$ cat src/rtl/carregador_programa.sv
// Boot loader: receives a byte-stream program image, writes little-endian words into
// instruction memory and releases the core only after the checksum matches.
module carregador_programa #(
    parameter int PROF = 16
) (
    input  logic        clk,
    input  logic        rst,
    input  logic        inicio,
    input  logic [7:0]  byte_in,
    input  logic        byte_valido,
    output logic        byte_pronto,
    output logic        mem_h_esc,
    output logic [5:0]  mem_ender,
    output logic [31:0] mem_dado,
    output logic        cpu_rst,
    output logic        ocupado,
    output logic        concluido,
    output logic        erro
);

    // Handshake: a byte moves on a rising edge where byte_valido and byte_pronto are both 1;
    // byte_pronto depends on the state register only, and the producer holds byte_in until taken.
    typedef enum logic [2:0] {
        OCIOSO, CONTAGEM, DADOS, ESCRITA, CHECKSUM, FIM, ERRO
    } estado_t;

    localparam logic [8:0] PROF_MAX = 9'(PROF);

    estado_t     estado, prox;
    logic [7:0]  n_pal;
    logic [7:0]  idx;
    logic [7:0]  soma;
    logic [1:0]  nb;
    logic [23:0] palavra;
    logic        aceita;
    logic        reinicia;

    assign aceita   = byte_valido && byte_pronto;
    assign reinicia = inicio && (estado == OCIOSO || estado == FIM || estado == ERRO);

    always_ff @(posedge clk or posedge rst) begin
        if (rst) estado <= OCIOSO;
        else     estado <= prox;
    end

    always_comb begin
        prox = estado;
        case (estado)
            OCIOSO, FIM, ERRO: if (inicio) prox = CONTAGEM;
            CONTAGEM: if (aceita) begin
                if (byte_in == 8'd0 || {1'b0, byte_in} > PROF_MAX) prox = ERRO;
                else                                              prox = DADOS;
            end
            DADOS:    if (aceita && nb == 2'd3) prox = ESCRITA;
            ESCRITA:  prox = ((idx + 8'd1) == n_pal) ? CHECKSUM : DADOS;
            CHECKSUM: if (aceita) prox = (byte_in == soma) ? FIM : ERRO;
            default:  prox = OCIOSO;
        endcase
    end

    always_comb begin
        byte_pronto = 1'b0;
        mem_h_esc   = 1'b0;
        ocupado     = 1'b0;
        concluido   = 1'b0;
        erro        = 1'b0;
        cpu_rst     = 1'b1;
        case (estado)
            CONTAGEM, DADOS, CHECKSUM: begin
                byte_pronto = 1'b1;
                ocupado     = 1'b1;
            end
            ESCRITA: begin
                mem_h_esc = 1'b1;
                ocupado   = 1'b1;
            end
            FIM:     begin
                concluido = 1'b1;
                cpu_rst   = 1'b0;
            end
            ERRO:    erro = 1'b1;
            default: ;
        endcase
    end

    // Address/data are loaded on the edge that takes the 4th byte so they are already
    // stable throughout ESCRITA, and they simply hold afterwards.
    always_ff @(posedge clk or posedge rst) begin
        if (rst) begin
            n_pal     <= 8'd0;
            idx       <= 8'd0;
            soma      <= 8'd0;
            nb        <= 2'd0;
            palavra   <= 24'd0;
            mem_ender <= 6'd0;
            mem_dado  <= 32'd0;
        end else begin
            if (reinicia) begin
                idx  <= 8'd0;
                nb   <= 2'd0;
                soma <= 8'd0;
            end
            case (estado)
                CONTAGEM: if (aceita) begin
                    n_pal <= byte_in;
                    soma  <= byte_in;
                end
                DADOS: if (aceita) begin
                    soma <= soma + byte_in;
                    nb   <= nb + 2'd1;
                    case (nb)
                        2'd0: palavra[7:0]   <= byte_in;
                        2'd1: palavra[15:8]  <= byte_in;
                        2'd2: palavra[23:16] <= byte_in;
                        default: begin
                            mem_ender <= {idx[3:0], 2'b00};
                            mem_dado  <= {byte_in, palavra};
                        end
                    endcase
                end
                ESCRITA: idx <= idx + 8'd1;
                default: ;
            endcase
        end
    end

endmodule

$ cat config.mk
export PLATFORM = sky130hd
export DESIGN_NAME = carregador_programa
export DESIGN_NICKNAME = d
export VERILOG_FILES = /design/src/rtl/carregador_programa.sv
export SDC_FILE = /design/constraint.sdc
export NUM_CORES = 1
export LEC_CHECK = 0
export CAP_MARGIN = 25
export CORE_MARGIN = 2
export CORE_UTILIZATION = 35
export DETAILED_ROUTE_END_ITERATION = 12
export PLACE_DENSITY_LB_ADDON = 0.3
export SYNTH_ARGS = -nofsm -noshare
export SYNTH_HDL_FRONTEND = slang
export SYNTH_SLANG_ARGS = --single-unit
$ cat constraint.sdc
create_clock -name clk -period 3.2 [get_ports clk]
set_input_delay 0.64 -clock clk [delete_from_list [all_inputs] [get_ports clk]]
set_output_delay 0.64 -clock clk [all_outputs]
set_load 0.1 [all_outputs]
# == Word-level counts from Yosys, hierarchy flattened ==
# Index checks and enable logic that the tools add are counted.
# word_totals
reg_bits,89
elab_cells,73
# classes
n_addsub,3
magnitude_cmp,1
n_eq_ne,15
muxes,23
bitwise,1
n_reduce_logical,20
# ops
op,count
$mux W8,5
$mux W3,6
$eq A8 B8 Y1,2
$pmux W8 S2,1
$pmux W3 S5,1
$reduce_and A3 Y1,4
$eq A3 B3 Y1 const B,3
$reduce_or A3 Y1,3
$add A8 B1 Y8 const B,1
$add A8 B8 Y8,1
$gt A8 B5 Y1 const B,1
$logic_not A8 Y1,1
$mux W2,4
$ne A2 B2 Y1 const B,4
$eq A3 B2 Y1 const B,2
$mux W1,6
$eq A2 B2 Y1 const B,2
$reduce_and A4 Y1,1
$reduce_or A4 Y1,1
$eq A3 B1 Y1 const B,1
$logic_and A1 B1 Y1,3
$logic_not A3 Y1,1
$logic_or A1 B1 Y1,3
$add A2 B1 Y2 const B,1
5 further kinds,5

# == Longest topological paths before layout ==
# Gate-level depths: netlist of run 1.
# logic_depth
ltp_word,7
ltp_mapped,9
mapped_depth_nobuf,9

# == Worst setup path after synthesis of run 1 ==
# Ideal clock, no wire load.
# synth_timing
kind,flip-flop to output port
startpoint,register estado[1]
endpoint,output ocupado
t_arrival_ps,3540
required_ps,2560
path_slack_ps,-980
path_stages_with_launch,5
path_cell_list,dfrtp_1 -> buf_4 -> xnor2_1 -> o21ai_0 -> or2_2
# synth_between
elab_chain_cells,3
# synth_rtl
item,line,text
from (decl),29,"estado_t estado, prox;"
from (signal assigned),43,else estado <= prox;
"$eq A3 B2 Y1, or another cell as far along",68,case (estado)
$reduce_or A4 Y1 (no source line) *,-,
$mux W1 *,68,
to (decl),16,"output logic ocupado,"
# Mark *: on every way between the ends. The rest lies on a longest branch, timed or not.

# == Worst setup path in the final report of run 1 ==
# layout_timing
startpoint,register estado[0]
endpoint,output mem_h_esc
# layout_between
elab_chain_cells,2
# layout_rtl
item,line,text
$eq A3 B2 Y1,68,
$mux W1,68,
to (decl),12,"output logic mem_h_esc,"
# No other way between the ends.

==> impl_metrics.yaml, run 1 <==
hold_path:
  hp-class: "register to register"
clocking:
  clk_latency_ns: 0.34
  numCtsBuffers: 9
  clk_root_buffer_cell: "clkbuf_16"
  cts_tree: "built"
  clk_pin_slew_ns: 0.07
  cts_buffer_depth: 2
  cts_sinks: 89
  cts_resized: 0
  post_cts_buffers: 0
  htree_levels: 3
  hold_buffers: 0
placed_design:
  dp_hpwl_um: 6330
  pre_cts_slack_ns: 0.428
  placed_cell_area_um2: 4880
  port_buffers: 53
  finalWeightedCongestion: 0.857
global_routing:
  grt_max_degree: 47
  grt.overflow.total: 0
  grt_pass1_vias: 2964
  grt_pass1_wl_um: 15400
  antenna_found_initial: 0
  grt_usage_pct: 15.2
sta:
  hold_viol: 0
  clock_skew_ns: 0.00783
  setup_ws_ns: 0.560
  period_share_pct: 82.5
  holdWs_ns: 0.477
  fmax_mhz: 379
  worst_pin_slew_ns: 0.802
  finalMaxSlewViolations: 0
  min_period_ns: 2.64
  slew_headroom_pct: 46.5
  final.setup.tns_ns: 0
  setup_violations: 0
  rsz0062_at_grt: "false"
final_layout:
  num-fill-cells: 1122
  final_cell_area_um2: 5200
  area_growth_pct: 22.1
  final_cell_mix: "dfrtp_1 (89), mux2_2 (61), buf_4 (51)"
  layout_commonest_cell: "dfrtp_1"
  multiInputGateArea_um2: 1910
  drive_above_1_share_pct: 33.1
  num_antenna_cells: 0
  nets: 450
  register_area_um2: 2230
synth:
  synth_top_area_cell: "dfrtp_1"
  synth_area_um2: 4250
  syn_inst: 362
  ys.warnings.count: 0
  synth_area_per_cell_um2: 11.8
  synth_ff_type: "dfrtp_1"
  yosys.area.top_type_share_pct: 52.4
  yosys.cell_types.count: 51
  synth_edf_count: 0
  synth_area_leaders: "dfrtp_1 (52%), mux2_2 (16%), ha_1 (3.8%)"
  async_flop_share_pct: 100
  ys_seq_elements: 89
  ys_seq_area_share_pct: 52.4
route:
  dr.pass1.iters: 4
  wirelength_um: 9220
  final_antenna_net_count: 0
  drt_iter0_markers: 137
  routed_via_density: 5.16
  route.detailed.drc: 0
  route.vias.total: 2971
  wl_per_cell_um: 16.0
critical_path:
  critPathMaxFanout: 13
  crit_required_ns: 2.56
  cp-start-kind: "register"
  worst_setup_path_end_kind: "output port"
  path_class: "register to output port"
  arrival_ns: 2.00
floorplanning:
  start_util_pct: 35.6
  core_um2: 12000
  dieArea_um2: 13100
  dieHeight_um: 114
  boundaryPins: 56
  row_count: 40
  die_x_um: 114
outcome:
  status: "finished, final reports clean"
flow_run:
  cap_violations: 0
-- Yosys cell counts (2+ instances only) --
cell type	count
dfrtp_1	89
mux2_2	61
nand2_1	30
o21ai_0	25
nor2_1	15
a21oi_1	14
ha_1	13
inv_1	12
nor3_1	9
buf_2	8
xnor2_1	8
nor2b_1	7
nand3_1	6
buf_4	5
a21o_1	4
o31ai_1	4
a211oi_1	3
a31oi_1	3
o21a_1	3
or2_2	3
xor2_1	3
a221o_1	2
a221oi_1	2
and2_1	2
nand2b_1	2
nor4_1	2
o211ai_1	2
o41ai_1	2
-- layout make-up --
| cell class | count | area share (%) |
|---|---|---|
| Multi-Input combinational cell | 248 | 36.7 |
| Sequential cell | 89 | 42.9 |
| Tap cell | 147 | 3.54 |
| Inverter | 13 | 0.963 |
| Timing Repair Buffer | 63 | 9.87 |
| Clock buffer | 10 | 4.60 |
| Clock inverter | 6 | 1.44 |
-- cells by family after synthesis --
| family | share of synthesized area (%) |
|---|---|
| simple gates | 10.6 |
| fa+ha+maj | 4.29 |
| compound gates | 10.9 |
| buf+inv | 2.97 |
| other cells | 0.0882 |
| flops | 52.4 |
| xor+xnor | 2.65 |
| mux | 16.1 |
-- final timing paths --
kind                            startpoint            to  slack [ns]  depth (start not counted)
worst max-delay path             estado[0]     mem_h_esc        0.56                          5
max in group asynchronous              rst  mem_dado[26]        1.75                          3
worst min-delay path            palavra[9]    palavra[9]        0.48                          2
min in group asynchronous              rst        idx[7]        0.75                          2
worst max register to register   estado[1]  mem_dado[16]        1.00                          4
worst min register to register  palavra[9]    palavra[9]        0.48                          2
-- per-stage QoR --
| stage | cells | utilization, % |
|---|---|---|
| after global routing | 576 | 43.4 |
| final | 576 | 43.4 |
| after global placement | 560 | 40.8 |
| after detailed placement | 560 | 40.8 |
| after floorplan | 363 | - |
| after CTS | 576 | 43.4 |
-- critical path: stages, from the launching register on --
cell and delay (ns):
dfrtp_1 0.56, nand2_1 0.12, or2_2 0.41, clkinv_1 0.09
buf_4 0.18, buf_4 0.31
-- layer usage --
layer  part of all wire [%]  vias to the layer above  track usage, %
li1                       -                     1420               -
met1                     46                     1478            20.6
met2                     49                       59            24.3
met3                    2.7                       14            3.39
met4                    2.0                        0            5.12
met5                      0                        -               0
-- flip-flops by register name, summed over array words and instances, names as in the netlist --
register	cells
estado	3
nb	2
soma	8
n_pal	8
idx	8
palavra	24
mem_dado	32
mem_ender	4
Power of run 1 is left out: the tool's default activity adds up to more than one toggle a clock period on the data nets, which glitch-free logic cannot reach.
==> run 2: changes to the inputs <==
==> constraint.sdc (replaced) <==
create_clock -name clk -period 2.64 [get_ports clk]
set_input_delay 0.528 -clock clk [delete_from_list [all_inputs] [get_ports clk]]
set_output_delay 0.528 -clock clk [all_outputs]
set_load 0.1 [all_outputs]
==> impl_metrics.yaml, run 2 (synthesized netlist as in run 1, its figures left out) <==
global_routing:
  use_met1_pct: 20.3
  grt_usage_pct: 15.5
  grt.overflow.total: 0
  grt_max_degree: 34
  grt_pass1_wl_um: 15800
  grt_pass1_vias: 3091
  use_met2_pct: 26.2
  antenna_found_initial: 0
  grt_util_met3_pct: 3.23
  grt-busiest-layer: "met2"
clocking:
  clk_root_buffer_cell: "clkbuf_16"
  cts_resized: 0
  numCtsBuffers: 9
  clk_pin_slew_ns: 0.06
  clk_latency_ns: 0.33
  hold_buffers: 0
  htree_levels: 3
  cts_sinks: 89
  post_cts_buffers: 0
  cts_tree: "built"
  cts_buffer_depth: 2
outcome:
  status: "finished, final reports clean"
floorplanning:
  boundaryPins: 56
  row_count: 40
  dieArea_um2: 13100
  die_x_um: 114
  start_util_pct: 35.6
  core_um2: 12000
  dieHeight_um: 114
critical_path:
  arrival_ns: 1.96
  path_class: "register to output port"
  reg2reg_depth: 7
  r2r_slack_ns: 0.51
  r2r_start: "idx[0]"
  crit_path_cell_trace: "nand2_1, or2_2, clkinv_1, or2_2, buf_12"
  worst_setup_path_end_kind: "output port"
  crit_family: "simple AND/OR/NAND/NOR gates"
  max_stage_delay_ns: 0.52
  crit_required_ns: 2.11
  critical_path.slowest_cell: "dfrtp_1"
  cp.buffers_inverters: 2
  cp-start-kind: "register"
  r2r_end: "estado[1]"
  critPathMaxFanout: 11
  cpMostUsedCell: "or2_2"
  setup.worst_path.start: "estado[1]"
sta:
  clock_skew_ns: 0.00605
  slew_headroom_pct: 56.1
  holdWs_ns: 0.478
  fmax_mhz: 402
  finalMaxSlewViolations: 0
  min_period_ns: 2.49
  final.setup.tns_ns: 0
  setup_violations: 0
  worst_pin_slew_ns: 0.657
  period_share_pct: 94.2
  rsz0062_at_grt: "false"
  hold_viol: 0
final_layout:
  top_regs: "mem_dado x32, palavra x24"
  area_growth_pct: 25.2
  fin_cells: 586
  num_antenna_cells: 0
  postLayoutCoreUtil_pct: 44.5
  top_register: "mem_dado"
  nets: 461
  largest_reg_flops: 32
  register_area_um2: 2230
  final_cell_mix: "dfrtp_1 (87), mux2_2 (61), buf_4 (55)"
  multiInputGateArea_um2: 1910
  drive_above_1_share_pct: 35.3
  layout_commonest_cell: "dfrtp_1"
  num-fill-cells: 1101
hold_path:
  hp-class: "register to register"
  min-delay-start: "mem_dado[25]"
  min_path_cells: 2
  min_to: "mem_dado[25]"
placed_design:
  port_buffers: 53
  finalWeightedCongestion: 0.895
  dp.cells: 571
  dp_hpwl_um: 6810
route:
  routed_via_density: 5.14
  route.detailed.drc: 0
  dr.pass1.iters: 4
  final_antenna_net_count: 0
  wirelength_um: 9470
  drt_iter0_markers: 218
  route.vias.total: 3011
  wl_per_cell_um: 16.2
flow_run:
  cap_violations: 0
## run 2: changes by cell type in the layout (fill, tap and decap cells not counted), sizes merged
cell / previous run / this run
inv: 13 / 11
bufinv: 1 / 0
buf: 52 / 63
clkinvlp: 1 / 2
clkinv: 4 / 5
## run 2: worst max-delay path by stage
stage                   end  slack (ns)  depth (start not counted)
global route        ocupado       0.005                          5
CTS                 ocupado        0.08                          4
floorplan           ocupado       -0.11                          5
detailed placement  soma[5]        0.05                          8
finish              ocupado        0.15                          5
global placement    soma[5]        0.08                          8
## run 2: routing by layer
metal  routed length [µm]  part of all wire (%)  vias up
li1                     -                     -     1442
met1                 4270                    45     1503
met2                 4770                    50       57
met3                  300                   3.2        9
met4                  121                   1.3        0
met5                    0                     0        -
## run 2: area by class of cell
cell class / count / share of cell area, %
tap: 147 / 3.45
clock buffer: 10 / 4.30
sequential: 89 / 41.9
clock inverter: 5 / 0.611
multi-input combinational: 248 / 35.9
inverter: 13 / 1.06
timing repair buffer: 74 / 12.8
## run 2: per-stage QoR
step	setup WS, ns	area [µm²]
floorplan	-0.113	4270
global placement	0.0792	5060
detailed placement	0.0478	5060
CTS	0.0774	5320
global route	0.00518	5330
finish	0.152	5330
## run 2: worst min-delay path, stage by stage (launching register included)
cell	delay, ns
dfrtp_1	0.34
nand2_1	0.05
o21ai_0	0.06
Power of run 2 is left out for the same reason.
==> run 3: changes to the inputs <==
--- a/config.mk
+++ b/config.mk
@@ -9,6 +9,7 @@
 export CORE_MARGIN = 2
 export CORE_UTILIZATION = 35
 export DETAILED_ROUTE_END_ITERATION = 12
+export GPL_ROUTABILITY_DRIVEN = 0
 export PLACE_DENSITY_LB_ADDON = 0.3
 export SYNTH_ARGS = -nofsm -noshare
 export SYNTH_HDL_FRONTEND = slang
==> impl_metrics.yaml, run 3 (synthesized netlist as in run 1, its figures left out) <==
sta:
  holdWs_ns: 0.478
  min_period_ns: 2.50
  setup_violations: 0
  finalMaxSlewViolations: 0
  hold_viol: 0
  rsz0062_at_grt: "false"
  setup_ws_ns: 0.138
  period_share_pct: 94.8
  fmax_mhz: 400
  final.setup.tns_ns: 0
  clock_skew_ns: 0.00870
flow_run:
  cap_violations: 0
critical_path:
  arrival_ns: 1.97
  max_stage_delay_ns: 0.51
  path_class: "register to output port"
  crit_required_ns: 2.11
  cpMostUsedCell: "or2_2"
  cp.buffers_inverters: 2
  crit_path_cell_trace: "nand2_1, or2_2, clkinv_1, or2_2, buf_12"
  critPathMaxFanout: 11
  cp-start-kind: "register"
  critical_path.slowest_cell: "dfrtp_1"
  worst_setup_path_end_kind: "output port"
  crit_family: "simple AND/OR/NAND/NOR gates"
clocking:
  cts_buffer_depth: 2
  clk_pin_slew_ns: 0.06
  clk_latency_ns: 0.34
  post_cts_buffers: 0
  numCtsBuffers: 9
  cts_tree: "built"
  htree_levels: 3
  cts_sinks: 89
  clk_root_buffer_cell: "clkbuf_16"
floorplanning:
  dieHeight_um: 114
  dieArea_um2: 13100
  core_um2: 12000
  die_x_um: 114
  boundaryPins: 56
  row_count: 40
  start_util_pct: 35.6
final_layout:
  area_growth_pct: 24.5
  final_cell_mix: "dfrtp_1 (88), mux2_2 (61), buf_4 (54)"
  drive_above_1_share_pct: 34.4
  nets: 459
  top_regs: "mem_dado x32, palavra x24"
  layout_commonest_cell: "dfrtp_1"
  num_antenna_cells: 0
  fin_cells: 583
  top_register: "mem_dado"
  largest_reg_flops: 32
placed_design:
  dp_hpwl_um: 6560
  pre_cts_slack_ns: -0.0416
  dp.cells: 569
  port_buffers: 53
route:
  drt_iter0_markers: 172
  route.detailed.drc: 0
  wl_per_cell_um: 15.7
  route.vias.total: 3019
  wirelength_um: 9170
  dr.pass1.iters: 4
  routed_via_density: 5.18
  final_antenna_net_count: 0
hold_path:
  hp-class: "register to register"
outcome:
  status: "finished, final reports clean"
global_routing:
  grt_max_degree: 90
  grt_pass1_vias: 3055
  grt_usage_pct: 15.4
  grt.overflow.total: 0
  antenna_found_initial: 0
  grt_pass1_wl_um: 15800
[run 3: worst paths after layout]
| path | slack [ns] | depth (start not counted) | startpoint | end |
|---|---|---|---|---|
| min | 0.48 | 2 | mem_dado[25] | mem_dado[25] |
| min reg2reg | 0.48 | 2 | mem_dado[25] | mem_dado[25] |
| max in group asynchronous | 1.61 | 3 | rst | estado[2] |
| max | 0.14 | 5 | estado[1] | ocupado |
| max reg2reg | 0.53 | 7 | idx[0] | estado[1] |
| min in group asynchronous | 0.67 | 3 | rst | palavra[1] |
[run 3: final cells by class]
type / instances / area [µm²]
Fill cell: 1102 / 6660
Tap cell: 147 / 184
Sequential cell: 89 / 2230
Inverter: 13 / 56.3
Clock inverter: 2 / 16.3
Multi-Input combinational cell: 248 / 1910
Timing Repair Buffer: 72 / 656
Clock buffer: 12 / 246
[run 3: what timing repair did]
item / in CTS / in global routing
hold buffers: 0 / 0
gates resized for setup: 0 / 1
hold endpoints to repair: 0 / 0
endpoints found under the setup margin: 0 / 1
[run 3: metrics by stage]
step                      area [µm²]  util (%)
after global routing            5300      44.3
after global placement          5030      42.1
final                           5300      44.3
after floorplan                 4270         -
after detailed placement        5030      42.1
after CTS                       5300      44.3
[run 3: worst min-delay path, stage by stage (launching register included)]
cell and delay (ns):
dfrtp_1 0.34, nand2_1 0.04, o21ai_0 0.06
[run 3: per-layer routing]
layer	up-vias	global-route usage, %	part of all wire (%)
met5	-	0	0
met4	0	4.31	1.1
met3	10	3.28	3.2
met2	47	25.7	51
met1	1531	20.2	45
li1	1431	-	-
Power of run 3 is left out for the same reason.
==> RTL change, RTL diff (config.mk and constraints of run 3) <==
The 7 values of `estado_t` get a one-hot encoding in 7 bits.
--- a/src/rtl/carregador_programa.sv
+++ b/src/rtl/carregador_programa.sv
@@ -20,8 +20,8 @@
 
     // Handshake: a byte moves on a rising edge where byte_valido and byte_pronto are both 1;
     // byte_pronto depends on the state register only, and the producer holds byte_in until taken.
-    typedef enum logic [2:0] {
-        OCIOSO, CONTAGEM, DADOS, ESCRITA, CHECKSUM, FIM, ERRO
+    typedef enum logic [6:0] {
+        OCIOSO = 7'b0000001, CONTAGEM = 7'b0000010, DADOS = 7'b0000100, ESCRITA = 7'b0001000, CHECKSUM = 7'b0010000, FIM = 7'b0100000, ERRO = 7'b1000000
     } estado_t;
 
     localparam logic [8:0] PROF_MAX = 9'(PROF);
Behaviour: same outputs for any inputs over 4 cycles, from zero or initial values and one cycle with rst high; so few cycles prove little.
==> RTL change against run 3 <==
- worst setup slack got worse by 0.0061 ns
- sequential cell count rose by 4
- synthesized cell count up 3.3%
- register-to-register slack worse by 0.23 ns
- die area rose by 5.0%
- wire length is 8.5% higher
- design area rose by 6.9%
- cell count up 6.9%
- hold slack about the same
- sequential share of layout area down 0.95 points
- area after synthesis increased by 5.1%
- highest routed layer unchanged
==> RTL change: results (changes against run 3) <==
[synth]
synth_common_cells=dfrtp_1 (92), mux2_2 (47), o21ai_0 (23)
syn_avg_cell_area_sq_um=12.0  ; +1.8%
ys_types=59  ; +16%
yosys_warnings=0  ; unchanged
netlist_top_cells_area=dfrtp_1 (51%), mux2_2 (12%), ha_1 (3.4%), mux2_1 (2.8%), o21ai_0 (2.6%)
synth-seq-area-share_pct=52.1  ; -0.30 points

[timing]
whs_ns=0.478  ; -0.000151 ns
skew_ns=0.00974  ; +0.00105 ns
max_freq_mhz=399  ; -0.24%
hold_viol_final=0  ; unchanged

[worst_hold_path]
min-delay-start=palavra[14]
hold-path-endpoint=mem_dado[14]
whs_path_depth=1  ; -1

[place]
port_buffers=53  ; unchanged
dp.cells=607  ; +6.7%
post-place-ws_ns=-0.0391  ; +0.00248 ns
placed_area_sq_um=5370  ; +6.7%
dp_hpwl_microns=7210  ; +9.9%

[finish]
buffers=78  ; +8.3%
non_clock_buffer_area_share_pct=12.8  ; +0.39 points
multi_input_area_sq_um=2020  ; +6.0%
fill_cells=1162  ; +5.4%
clk_share_pct=5.17  ; +0.21 points
utilization_pct=45.1  ; +0.77 points
fin_nets=471  ; +2.6%
inverters=19  ; +6
seqCellArea_sq_um=2330  ; +4.5%
clockBufferCount=11  ; -1
drive_gt1_share_pct=32.2  ; -2.3 points
multi_input_comb_cells=245  ; -1.2%

[drt]
post_drt_wl_per_cell_microns=16.0  ; +1.5%
wl_microns=9950  ; +8.5%
wl_met1_microns=4460  ; +7.7%
drtPass1Iterations=5  ; +1
dr_wl_met3_microns=343  ; +19%
vias_per_cell=5.12  ; -1.2%
met2WireLength_microns=4910  ; +5.7%

[critical_path]
r2r_cells=5  ; -2
cp_slowest_cell=or4_1
max_stage_delay_ns=0.61  ; +0.10 ns
r2r_setup_slack_ns=0.30  ; -0.23 ns
worst-path-max-fanout=7  ; -4
endpoint=ocupado
critPathLaunch=estado[6]
reg2reg_to=palavra[7]

[grt]
use_met2_pct=25.9  ; +0.18 points
grt_max_degree=39  ; -57%
track_usage_pct=15.5  ; +0.14 points
gr-usage-met3_pct=3.24  ; -0.038 points
grt_pass1_wl_microns=16200  ; +2.6%

[power_and_ir_drop]
power.total_mw=4.25
clkPwrFrac_pct=30.0
p_sw_mw=1.37

[status]
status=complete, no violations

[clock_network]
clock_sinks=93  ; +4.5%

[floorplan]
n_tap_cell=172  ; +17%

[RTL change: changes by cell type in the layout (fill, tap and decap cells not counted), moves of 6 or more]
cell and change:
inv_1 +7, nor2_1 -7, mux2_2 -14, nand2_1 -8, mux2_1 +11, mux2_4 +6
[RTL change: logic make-up (layout without fill, tap and decap cells)]
family / Yosys count / count (layout) / share of synthesized area (%)
simple gates: 80 / 80 / 10.2
flops: 93 / 93 / 52.1
xor+xnor: 14 / 14 / 2.74
buf+inv: 37 / 113 / 3.75
compound gates: 72 / 72 / 10.8
mux: 64 / 64 / 16.6
fa+ha+maj: 13 / 13 / 3.80
other cells: 1 / 2 / 0.0838
[RTL change: worst reg2reg max path, cell delays in order (launching register included)]
cell and delay [ns]:
dfrtp_1 0.43, or4_1 0.61, nor4b_4 0.32, buf_4 0.23
nand2_1 0.27, mux2_2 0.37
